===== config.mk =====
export PLATFORM = sky130hd
export DESIGN_NAME = hdmi_tx_align
export DESIGN_NICKNAME = d
export VERILOG_FILES = /design/src/rtl/hdmi_tx_align.sv
export SDC_FILE = /design/constraint.sdc
export NUM_CORES = 1
export LEC_CHECK = 0
export BUFFER_PORTS_ARGS = -buffer_cell sky130_fd_sc_hd__buf_4
export CAP_MARGIN = 25
export CORE_MARGIN = 1.5
export CORE_UTILIZATION = 40
export CTS_CLUSTER_DIAMETER = 40
export CTS_CLUSTER_SIZE = 8
export DETAILED_ROUTE_END_ITERATION = 8
export PLACE_DENSITY = 0.61
export SETUP_SLACK_MARGIN = 0.4
export SYNTH_ARGS = -nofsm -noshare
export SYNTH_HDL_FRONTEND = slang
export SYNTH_SLANG_ARGS = --single-unit

===== constraint.sdc =====
create_clock -name clk -period 3.8 [get_ports clk]
set_clock_uncertainty 0.1 [all_clocks]
set_input_delay 0.19 -clock clk [delete_from_list [all_inputs] [get_ports clk]]
set_output_delay 0.19 -clock clk [all_outputs]
set_load 0.02 [all_outputs]

===== src/rtl/hdmi_tx_align.sv =====
// Re-aligns raw HDMI timing with a filtered pixel stream and replaces the
// image border (where the filter window is incomplete) with black or raw pixels.
module hdmi_tx_align #(
  parameter int LATENCY     = 8,
  parameter int BORDER      = 2,
  parameter int BORDER_MODE = 0,
  parameter int CNT_W       = 11
) (
  input  logic       clk,
  input  logic       rst,
  input  logic [7:0] rx_red,
  input  logic [7:0] rx_green,
  input  logic [7:0] rx_blue,
  input  logic       rx_dv,
  input  logic       rx_hs,
  input  logic       rx_vs,
  input  logic [7:0] flt_red,
  input  logic [7:0] flt_green,
  input  logic [7:0] flt_blue,
  output logic [7:0] tx_red,
  output logic [7:0] tx_green,
  output logic [7:0] tx_blue,
  output logic       tx_dv,
  output logic       tx_hs,
  output logic       tx_vs
);

  localparam logic [CNT_W-1:0] CNT_MAX  = '1;
  localparam logic [CNT_W-1:0] BORDER_C = CNT_W'(BORDER);

  // Timing delay line, bit order {dv, hs, vs}
  logic [LATENCY-1:0][2:0] tim_q, tim_d;
  logic                    d_dv, d_hs, d_vs;
  logic [23:0]             d_pix;

  always_comb begin
    tim_d[0] = {rx_dv, rx_hs, rx_vs};
    for (int i = 1; i < LATENCY; i++) begin
      tim_d[i] = tim_q[i-1];
    end
  end

  always_ff @(posedge clk) begin
    if (!rst) begin
      tim_q <= '0;
    end else begin
      tim_q <= tim_d;
    end
  end

  assign d_dv = tim_q[LATENCY-1][2];
  assign d_hs = tim_q[LATENCY-1][1];
  assign d_vs = tim_q[LATENCY-1][0];

  generate
    if (BORDER_MODE == 1) begin : g_pix_delay
      logic [LATENCY-1:0][23:0] pix_q, pix_d;

      always_comb begin
        pix_d[0] = {rx_red, rx_green, rx_blue};
        for (int i = 1; i < LATENCY; i++) begin
          pix_d[i] = pix_q[i-1];
        end
      end

      always_ff @(posedge clk) begin
        if (!rst) begin
          pix_q <= '0;
        end else begin
          pix_q <= pix_d;
        end
      end

      assign d_pix = pix_q[LATENCY-1];
    end else begin : g_no_pix_delay
      // Black borders: the raw pixel is never needed.
      logic unused_pix;
      assign unused_pix = ^{rx_red, rx_green, rx_blue};
      assign d_pix      = '0;
    end
  endgenerate

  // Geometry measurement
  logic             dv_prev_q, dv_prev_d;
  logic             vs_prev_q, vs_prev_d;
  logic [CNT_W-1:0] x_q, x_d;
  logic [CNT_W-1:0] y_q, y_d;
  logic [CNT_W-1:0] width_q, width_d;
  logic [CNT_W-1:0] height_q, height_d;
  logic             frame_ok_q, frame_ok_d;
  logic             dv_fall, vs_rise;
  logic [CNT_W-1:0] w_lim, h_lim;
  logic             border;
  logic [23:0]      tx_rgb_q, tx_rgb_d;
  logic [2:0]       tx_tim_q, tx_tim_d;

  always_comb begin
    dv_fall    = dv_prev_q & ~d_dv;
    vs_rise    = d_vs & ~vs_prev_q;
    dv_prev_d  = d_dv;
    vs_prev_d  = d_vs;
    x_d        = '0;
    y_d        = y_q;
    width_d    = width_q;
    height_d   = height_q;
    frame_ok_d = frame_ok_q;

    // x holds the column of the current pixel; on the fall cycle it equals the line length
    if (d_dv) begin
      x_d = (x_q == CNT_MAX) ? x_q : x_q + 1'b1;
    end
    if (vs_rise) begin
      y_d = '0;
    end else if (dv_fall && (y_q != CNT_MAX)) begin
      y_d = y_q + 1'b1;
    end
    if (dv_fall) begin
      width_d = x_q;
    end
    if (vs_rise) begin
      height_d   = y_q;
      frame_ok_d = (y_q != '0);
    end
  end

  always_comb begin
    w_lim  = (width_q > BORDER_C) ? width_q - BORDER_C : '0;
    h_lim  = (height_q > BORDER_C) ? height_q - BORDER_C : '0;
    border = (x_q < BORDER_C) || (x_q >= w_lim) ||
             (y_q < BORDER_C) || (y_q >= h_lim) || !frame_ok_q;

    tx_tim_d = {d_dv, d_hs, d_vs};
    // d_pix is tied to zero in black-border mode, so one mux covers both modes
    if (!d_dv) begin
      tx_rgb_d = '0;
    end else if (border) begin
      tx_rgb_d = d_pix;
    end else begin
      tx_rgb_d = {flt_red, flt_green, flt_blue};
    end
  end

  always_ff @(posedge clk) begin
    if (!rst) begin
      dv_prev_q  <= 1'b0;
      vs_prev_q  <= 1'b0;
      x_q        <= '0;
      y_q        <= '0;
      width_q    <= '0;
      height_q   <= '0;
      frame_ok_q <= 1'b0;
      tx_rgb_q   <= '0;
      tx_tim_q   <= '0;
    end else begin
      dv_prev_q  <= dv_prev_d;
      vs_prev_q  <= vs_prev_d;
      x_q        <= x_d;
      y_q        <= y_d;
      width_q    <= width_d;
      height_q   <= height_d;
      frame_ok_q <= frame_ok_d;
      tx_rgb_q   <= tx_rgb_d;
      tx_tim_q   <= tx_tim_d;
    end
  end

  assign {tx_red, tx_green, tx_blue} = tx_rgb_q;
  assign {tx_dv, tx_hs, tx_vs}       = tx_tim_q;

endmodule


Word-level counts from Yosys, hierarchy flattened
Index checks and enable logic that the tools add are counted.
{"block": "totals", "register_bits": 98, "in_bits": 53, "output_inout_bits": 27, "wordCells": 46}
{"block": "classes", "add_sub_neg": 4, "magnitude_cmp": 6, "eq_ne": 2, "mux": 2, "bitwise_logic": 5, "n_reduce_logical": 10}
{"op": "$add A11 B1 Y11 const B", "n": 2}
{"op": "$ge A11 B11 Y1", "n": 2}
{"op": "$gt A11 B2 Y1 const B", "n": 2}
{"op": "$lt A11 B2 Y1 const B", "n": 2}
{"op": "$mux W11", "n": 2}
{"op": "$sub A11 B2 Y11 const B", "n": 2}
{"op": "$eq A11 B11 Y1 const B", "n": 1}
{"op": "$ne A11 B11 Y1 const B", "n": 1}
{"op": "$reduce_bool A11 Y1", "n": 1}
{"op": "$logic_or A1 B1 Y1", "n": 4}
{"op": "$not A1 Y1", "n": 3}
{"op": "$reduce_or A3 Y1", "n": 1}
{"op": "$and A1 B1 Y1", "n": 2}
{"op": "$reduce_and A2 Y1", "n": 1}
{"op": "$reduce_or A2 Y1", "n": 1}
{"op": "$logic_and A1 B1 Y1", "n": 1}
{"op": "$logic_not A1 Y1", "n": 1}

Depth between registers and ports, before layout
Gate-level depths: netlist (run 1).
{"block": "logic_depth", "word_depth": 8, "mapped_depth": 14, "mapped_depth_nobuf": 12}

Worst setup path after synthesis (run 1)
OpenSTA, ideal clock, no wires.
{"block": "synth_path", "path_kind": "flip-flop to flip-flop", "start": "register height_q[3]", "end": "register tx_rgb_q[10]", "setup_time_ps": 128, "arrival_time_ps": 2822, "t_required_ps": 3572, "setup_slack_ps": 751, "stages_incl_launch_ff": 14, "path_buffers": 2, "period_less_slack_ps": 3049, "cell_sequence": "dfxtp_1 > nor4_2 > nand2b_1 > or3_4 > or3_1 > buf_6 > and2_4 > ha_1 > nor2b_1 > o21ai_0 > a21oi_1 > o22ai_1 > clkbuf_1 > nor2_1"}
{"block": "synth_between", "elab_chain_cells": 6, "word_cells_on_any_way": 7, "cone_classes": "add/sub: 1; order compare: 2; mux: 1; reduce/logical: 3"}
{"item": "start, declared", "line": "89", "rtl": "logic [CNT_W-1:0] height_q, height_d;"}
{"item": "start signal, assigned", "line": "160", "rtl": "height_q <= height_d;"}
{"item": "$sub A11 B2 Y11 / $gt A11 B2 Y1 (equally long branches)", "line": "128", "rtl": "h_lim = (height_q > BORDER_C) ? height_q - BORDER_C : '0;"}
{"item": "$mux W11 (*)", "line": "128"}
{"item": "$ge A11 B11 Y1 (*)", "line": "130", "rtl": "(y_q < BORDER_C) || (y_q >= h_lim) || !frame_ok_q;"}
{"item": "$logic_or A1 B1 Y1 (*) (2 in series)", "line": "130"}
{"item": "$reduce_or A3 Y1 (no source line) (*)"}
{"item": "end signal, assigned", "line": "162", "rtl": "tx_rgb_q <= tx_rgb_d;"}
{"item": "end, declared", "line": "94", "rtl": "logic [23:0] tx_rgb_q, tx_rgb_d;"}
Every way passes the cells marked *; elsewhere a longest branch is shown, timed or not.
A chain may end at the register's enable or synchronous reset.

Final worst setup path (run 1)
{"block": "layout_path", "start": "register height_q[3]", "end": "register tx_rgb_q[6]"}
Same word-level chain as after synthesis.

==> out/results.env, run 1 <==
GR-TOTAL-OVERFLOW=0
GRT_PASS1_VIAS=3365
POWER.NET_SWITCHING_mW=0.3721
CTS_TREE='built'
POST_SYNTH_EDFFS=0
REGISTER_CLOCK_PIN_SLEW_ON_THE_REPORTED_WORST_SETUP_AND_HOLD_PATHS_NS=0.10
REG2REG_DEPTH=11
CP.REQUIRED_NS=4.00
PWR-SHARE-CLK_PCT=38.6
SETUP_TNS_NS=0
MIN_PERIOD_NS=3.159
TIMING.SLEW.HEADROOM_PCT=34.68
R2R_SETUP_SLK_NS=0.64
AVGSYNTHCELLAREA_UM2=8.527
WORST_R2R_ENDPOINT='tx_rgb_q[6]'
DRV.MAX_CAP_VIOLATION_COUNT=0
CRIT_CHAIN='nor4_2 > nand2b_1 > or3_4 > nor3_1 > mux2i_1 > ha_1 > a221oi_1 > and4_4 > buf_4 > nand3_1 > nor2_1'
SYNTH.LARGEST_AREA_CELL='sky130_fd_sc_hd__dfxtp_1'
SEQPWRFRAC_PCT=58.0
FMAX_MHz=316.6
WORST_PIN_SLEW_NS=0.9778
FINAL_LAYOUT_SIZE_SUFFIX_GT1_SHARE_PCT=14.29
FINAL-SETUP-VIOL-COUNT=0
AREA.GROWTH.SYNTH_TO_FINAL_PCT=23.86
SYNTH_SEQ_AREA_SHARE_PCT=45.35
CRIT_PATH_END_KIND='register'
SYNTH_FLOP_CELL='sky130_fd_sc_hd__dfxtp_1'
WORST_SKEW_PAIR.LATE_LATENCY_NS=0.36
YS_ASYNC_SR_FRACTION_PCT=0
TIMING.CRITICAL_PATH.SLOWEST_CELL_DELAY_NS=0.37
YOSYS.CELL_COUNT.TOP_TYPE='sky130_fd_sc_hd__dfxtp_1'
SYNTHDISTINCTLIBCELLS=37
FINAL_NET_COUNT=651
CRITPATHSLOWESTCELL='sky130_fd_sc_hd__dfxtp_1'
DIE_W_UM=105.9
CRITPATHARRIVALTIME_NS=3.36
SYNTH_NETS=577
TRACK_USAGE_PCT=17.18
ANTENNA_CELLS=0
PATH_MAX_FANOUT=13
SLEW_VIOLATIONS=0
WORST_HOLD_PATH_TYPE='input port to register'
NUMCLOCKSINKS=96
START_UTIL_PCT=41.05
R2R-START='height_q[3]'
GPL.FINAL_WEIGHTED_CONGESTION=0.8535
ROUTED_VIA_DENSITY=4.935
TIMING.HOLD.WORST_PATH_DEPTH=2
PORTBUFFERS=55
SYNTH_TOP_CELLS_BY_AREA='sky130_fd_sc_hd__dfxtp_1 45%, sky130_fd_sc_hd__ha_1 8.0%, sky130_fd_sc_hd__nand2_1 7.4%, sky130_fd_sc_hd__nor2_1 5.3%, sky130_fd_sc_hd__a21boi_0 4.1%'
SYN_INST=497
H-TREE-DEPTH=3
POWER.LEAKAGE_nW=2.041
DRCVIOLATIONCOUNT=0
INTERNAL_POWER_mW=1.371
SYNTH_SEQ_CELLS=96
GRT_MAX_DEGREE=52
SYNTH.TOP_CELLS.BY_COUNT='96 x sky130_fd_sc_hd__dfxtp_1, 83 x sky130_fd_sc_hd__nand2_1, 60 x sky130_fd_sc_hd__nor2_1, 32 x sky130_fd_sc_hd__nand3_1'
STARTPOINT_TYPE='register'
FIRSTDRTPASSITERS=4
POWER-PER-CELL-AREA_nW_PER_UM2=332.0
VIAS=3504
FINAL_WORST_PATH_PERIOD_SHARE_PCT=83.13
POST_SYNTH_INSTANCE_AREA_UM2=4238
DRT-WIRELENGTH-PER-CELL_UM=12.90
NUMCTSBUFFERS=9
GRT_PASS1_WL_UM=15380
ROOT_BUF_CELL='sky130_fd_sc_hd__clkbuf_8'
ANTENNA_VIOLATIONS_BEFORE_REPAIR=0
TIMING.HOLD.WORST_ENDPOINT='height_q[3]'
FLOORPLAN_CORE_AREA_UM2=10320
CTS.PATH.MAX_BUFFERS=2
FP.DIEH_UM=105.9
DETAIL_ROUTE.WIRELENGTH_UM=9162
FLOORPLAN.ROWS=37
OUTCOME='completed'
HOLD_VIOL=0
POST_CTS.REPAIR.SETUP_BUFFERS=0
SETUP.WORST_PATH.CLASS='register to register'
FILL_CELLS=953
YOSYSWARNINGCOUNT=0
GRT_SETUP_UNREPAIRED='false'
MULTI_INPUT_AREA_UM2=2217
IO-PIN-COUNT=80
POWER.SWITCHING_FRACTION_PCT=21.35
COUNT_OF_PLACED_STANDARD_CELLS_INCLUDING_TAPS=669
AREA.SEQUENTIAL_UM2=1922
DRT_ITER0_DRC=146
DESIGN.DIE.AREA_UM2=11220
DP_HPWL_UM=6084
POWER.SHARE.COMBINATIONAL_PCT=3.4
POST-SYNTH-TOP-AREA-FRACTION_PCT=45.35
LAYOUTNONFILLERINSTCOUNT=710
WORST_IR_DROP_VDD_uV=230.4
DRTANTENNAVIOLNETS=0
HOLDCRITSTARTPOINT='rst'
state kept, by name, indices dropped and copies added (netlist names):
signal	count
frame_ok_q	1
tim_d	21
dv_prev_q	1
tx_tim_q	2
height_q	11
width_q	11
x_q	11
y_q	11
tx_tim_d	3
tx_rgb_q	24
layout make-up:
type / instances / area share (%)
inverter: 10 / 0.7151
clock buffer: 10 / 2.622
timing repair buffer: 85 / 13.52
tap: 136 / 3.242
multi-input combinational: 369 / 42.24
clock inverter: 4 / 1.049
sequential: 96 / 36.61
cell usage in the layout, fill, tap and decap left out, drive strengths merged, types with 8 or more instances in the layout:
master,n
ha,27
clkbuf,10
buf,58
nand4,10
nand2,83
a21boi,23
inv,11
nor2,60
and2,28
a21oi,16
xnor2,12
dfxtp,96
dlygate4sd3,27
xor2,14
nor3,8
nand3,32
metal layers:
metal | vias up | track usage [%] | share of wire, %
met2 | 72 | 28.39 | 46
met1 | 1604 | 21.09 | 48
met4 | 0 | 8.398 | 2.2
met5 | - | 0 | 0
li1 | 1815 | - | -
met3 | 13 | 3.924 | 4.3
cell families (layout without fill, tap and decap cells):
logic type / count (synthesis) / count (layout) / share of synthesized area (%)
mux: 4 / 4 / 0.9448
flops: 96 / 96 / 45.35
fa+ha+maj: 27 / 27 / 7.972
compound gates: 60 / 60 / 9.183
simple gates: 252 / 252 / 28.17
buf+inv: 32 / 109 / 3.012
xor+xnor: 26 / 26 / 5.374
power by group through the flow:
stage | Sequential, mW | Clock (mW) | Combinational, mW
floorplan | 1.03 | 0 | 0.0126
global placement | 1.03 | 0 | 0.0369
detailed placement | 1.03 | 0 | 0.0374
CTS | 1.01 | 0.698 | 0.0600
global route | 1.01 | 0.739 | 0.0648
finish | 1.01 | 0.672 | 0.0597
worst max path at each step:
stage,cells after the start,slack [ns],endpoint,startpoint
global placement,12,0.54,tx_rgb_q[14],height_q[3]
detailed placement,11,0.53,tx_rgb_q[11],height_q[3]
CTS,11,0.49,tx_rgb_q[11],height_q[3]
floorplan,13,0.75,tx_rgb_q[10],height_q[3]
global route,11,0.45,tx_rgb_q[9],height_q[3]
finish,11,0.64,tx_rgb_q[6],height_q[3]
metrics by stage:
stage	power (mW)	instance area [µm²]	utilization [%]	setup slack [ns]	hold slack, ns
after detailed placement	1.072	4760	46.10	0.5308	0.3022
after floorplan	1.047	4238	-	0.7509	0.2083
final	1.743	5249	50.84	0.6410	0.1900
after global placement	1.071	4760	46.10	0.5436	0.3006
after global routing	1.816	5249	50.84	0.4485	0.1897
after CTS	1.770	5223	50.59	0.4888	0.1726
critical path: cells and delay by family, from the launching register on:
family / cells / cell delay [ns]
flip-flops: 1 / 0.37
multiplexers: 1 / 0.23
AO/OA/AOI/OAI: 1 / 0.27
buffers and inverters: 1 / 0.21
adder cells (fa/ha/maj): 1 / 0.29
AND/OR/NAND/NOR: 7 / 1.63
repair_timing:
item | CTS | global route
endpoints found under the setup margin | 0 | 24
gates resized for setup | 0 | 7
endpoints found under the hold margin | 27 | 0
hold buffers | 27 | 0
No activity file was read; power rests on OpenSTA's default activity.
==> run 2, diff against run 1 <==
- clock period: 3.8 -> 3.11 ns (I/O delays scaled with it)
==> out/results.env, run 2 (synthesized netlist as in run 1, its figures left out) <==
DRTANTENNAVIOLNETS=0  # unchanged
PATH_MAX_FANOUT=22  # was 13
GRT_PASS1_VIAS=3379  # was 3365
ANTENNA_CELLS=0  # unchanged
GR-TOTAL-OVERFLOW=0  # unchanged
CRIT_CHAIN='nor4_4 > nand2b_1 > or3_4 > or3_4 > and2_4 > ha_4 > nor2b_1 > o21ai_1 > a21oi_2 > buf_4 > o22ai_2 > buf_12 > nor2_1'  # was nor4_2 > nand2b_1 > or3_4 > nor3_1 > mux2i_1 > ha_1 > a221oi_1 > and4_4 > buf_4 > nand3_1 > nor2_1
DETAIL_ROUTE.WIRELENGTH_UM=9462  # was 9162 µm
TIMING.CRITICAL_PATH.SLOWEST_CELL_DELAY_NS=0.40  # was 0.37 ns
GRT_MAX_DEGREE=52  # unchanged
FP.DIEH_UM=105.9  # unchanged
FMAX_MHz=338.6  # was 316.6 MHz
FILL_CELLS=926  # was 953
CP.REQUIRED_NS=3.28  # was 4.00 ns
ROOT_BUF_CELL='sky130_fd_sc_hd__clkbuf_8'  # unchanged
CTS_TREE='built'  # unchanged
WORST_HOLD_PATH_TYPE='input port to register'  # unchanged
DP_HPWL_UM=6216  # was 6084 µm
PLACEMENT.CELL_AREA_UM2=4897  # was 4760 µm²
AREA.SEQUENTIAL_UM2=1924  # was 1922 µm²
AREA.GROWTH.SYNTH_TO_FINAL_PCT=28.26  # was 23.86%
DRT_ITER0_DRC=222  # was 146
FINAL-SETUP-VIOL-COUNT=0  # unchanged
IO-PIN-COUNT=80  # unchanged
VIAS=3598  # was 3504
CRIT_FAMILY='simple AND/OR/NAND/NOR gates'  # unchanged
WORST_IR_DROP_VDD_uV=268.3  # was 230.4 µV
FINAL_NET_COUNT=665  # was 651
GPL.FINAL_WEIGHTED_CONGESTION=0.8029  # was 0.8535
TRACK_USAGE_PCT=17.41  # was 17.18%
CRITPATHARRIVALTIME_NS=3.12  # was 3.36 ns
START_UTIL_PCT=41.05  # unchanged
FLOORPLAN_CORE_AREA_UM2=10320  # unchanged
TIMING.SLEW.HEADROOM_PCT=43.30  # was 34.68%
WORST-PATH-BUF-INV=2  # was 1
SETUP_TNS_NS=0  # unchanged
PORTBUFFERS=55  # unchanged
NUMCLOCKSINKS=96  # unchanged
HOLD_VIOL=0  # unchanged
CTS.PATH.MAX_BUFFERS=2  # unchanged
CRITPATHSLOWESTCELL='sky130_fd_sc_hd__or3_4'  # was sky130_fd_sc_hd__dfxtp_1
SETUP.WORST_PATH.CLASS='register to register'  # unchanged
DESIGN.DIE.AREA_UM2=11220  # unchanged
FLOORPLAN.ROWS=37  # unchanged
WORST_PIN_SLEW_NS=0.8487  # was 0.9778 ns
STARTPOINT_TYPE='register'  # unchanged
LARGEST_REG_FLOPS=24  # unchanged
DESIGN_AREA_UM2=5435  # was 5249 µm²
H-TREE-DEPTH=3  # unchanged
OUTCOME='completed'  # unchanged
GRT_PASS1_WL_UM=15680  # was 15380 µm
FIRSTDRTPASSITERS=7  # was 4
DRT-WIRELENGTH-PER-CELL_UM=13.03  # was 12.90 µm
REGISTER_CLOCK_PIN_SLEW_ON_THE_REPORTED_WORST_SETUP_AND_HOLD_PATHS_NS=0.10  # about the same
FINAL_CELL_MIX='94 x sky130_fd_sc_hd__dfxtp_1, 83 x sky130_fd_sc_hd__nand2_1, 68 x sky130_fd_sc_hd__buf_4'  # was 96 x sky130_fd_sc_hd__dfxtp_1, 83 x sky130_fd_sc_hd__nand2_1, 60 x sky130_fd_sc_hd__nor2_1
WORST_SKEW_PAIR.LATE_LATENCY_NS=0.37  # was 0.36 ns
SLEW_VIOLATIONS=0  # unchanged
TOP_REGISTER='tx_rgb_q'  # unchanged
DIE_W_UM=105.9  # unchanged
MULTI_INPUT_AREA_UM2=2260  # was 2217 µm²
FINAL_COMMON_CELL='sky130_fd_sc_hd__dfxtp_1'  # unchanged
ANTENNA_VIOLATIONS_BEFORE_REPAIR=0  # unchanged
CRIT_PATH_END_KIND='register'  # unchanged
POWER.LEAKAGE_nW=2.143  # was 2.041 nW
FINAL_WORST_PATH_PERIOD_SHARE_PCT=94.97  # was 83.13%
DRV.MAX_CAP_VIOLATION_COUNT=0  # unchanged
DRCVIOLATIONCOUNT=0  # unchanged
ROUTED_VIA_DENSITY=4.956  # was 4.935
CRITICAL_PATH.MOST_COMMON_CELL='sky130_fd_sc_hd__or3_4'
GRT_SETUP_UNREPAIRED='true'  # was false
MIN_PERIOD_NS=2.954  # was 3.159 ns
NUMCTSBUFFERS=9  # unchanged
FINAL_LAYOUT_SIZE_SUFFIX_GT1_SHARE_PCT=17.46  # was 14.29%
POWER-PER-CELL-AREA_nW_PER_UM2=380.7  # was 332.0 nW/µm²
-- run 2: changes by cell type in the layout (fill, tap and decap cells not counted), moves of 2 or more --
cell / change
sky130_fd_sc_hd__buf_12: +3
sky130_fd_sc_hd__a21oi_2: +2
sky130_fd_sc_hd__buf_4: +11
sky130_fd_sc_hd__dfxtp_2: +2
sky130_fd_sc_hd__a21oi_1: -2
sky130_fd_sc_hd__dfxtp_1: -2
sky130_fd_sc_hd__inv_6: +2
-- run 2: final cells by class --
| class | count | share of cell area, % |
|---|---|---|
| Multi-Input combinational cell | 369 | 41.57 |
| Sequential cell | 96 | 35.41 |
| Timing Repair Buffer | 99 | 15.93 |
| Tap cell | 136 | 3.131 |
| Clock buffer | 10 | 2.348 |
| Clock inverter | 6 | 0.9208 |
| Inverter | 10 | 0.6906 |
-- run 2: metrics by stage --
stage / power [mW] / setup WS (ns) / cells / hold WS [ns] / util [%]
after floorplan: 1.279 / 0.3467 / 497 / 0.1738 / -
after global routing: 2.155 / 0.01794 / 726 / 0.1559 / 52.65
final: 2.069 / 0.1564 / 726 / 0.1306 / 52.65
after detailed placement: 1.310 / 0.05431 / 679 / 0.2658 / 47.44
after CTS: 2.096 / 0.1656 / 724 / 0.1274 / 52.05
after global placement: 1.309 / 0.07340 / 679 / 0.2677 / 47.44
-- run 2: worst paths after layout --
path          startpoint  slack (ns)           end  depth (start not counted)
max          height_q[3]        0.16  tx_rgb_q[23]                         13
min                  rst        0.13   height_q[6]                          2
max reg2reg  height_q[3]        0.16  tx_rgb_q[23]                         13
min reg2reg    tim_d[21]        0.33   tx_tim_d[0]                          1
-- run 2: worst register-to-register path: stages, from the launching register on --
cell	delay [ns]
sky130_fd_sc_hd__dfxtp_2	0.36
sky130_fd_sc_hd__nor4_4	0.31
sky130_fd_sc_hd__nand2b_1	0.12
sky130_fd_sc_hd__or3_4	0.40
sky130_fd_sc_hd__or3_4	0.39
sky130_fd_sc_hd__and2_4	0.17
sky130_fd_sc_hd__ha_4	0.25
sky130_fd_sc_hd__nor2b_1	0.03
sky130_fd_sc_hd__o21ai_1	0.13
sky130_fd_sc_hd__a21oi_2	0.07
sky130_fd_sc_hd__buf_4	0.15
sky130_fd_sc_hd__o22ai_2	0.14
sky130_fd_sc_hd__buf_12	0.18
sky130_fd_sc_hd__nor2_1	0.06
-- run 2: report_power, final --
part | switching [mW] | internal, mW
Combinational | 0.0224 | 0.0511
Clock | 0.459 | 0.301
Sequential | 0.00121 | 1.23
-- run 2: what timing repair did --
item,CTS,global route
hold endpoints to repair,27,0
gates cloned,0,1
setup endpoints to repair,24,24
resized for setup,2,7
hold buffers,27,0
setup buffers,2,1
pin swaps,1,2
-- run 2: routing by layer --
metal | wire [µm] | vias up | track usage [%]
met4 | 90 | 0 | 5.985
met3 | 381 | 11 | 4.047
met1 | 4605 | 1658 | 22.17
met5 | 0 | - | 0
met2 | 4385 | 77 | 28.99
li1 | - | 1852 | -
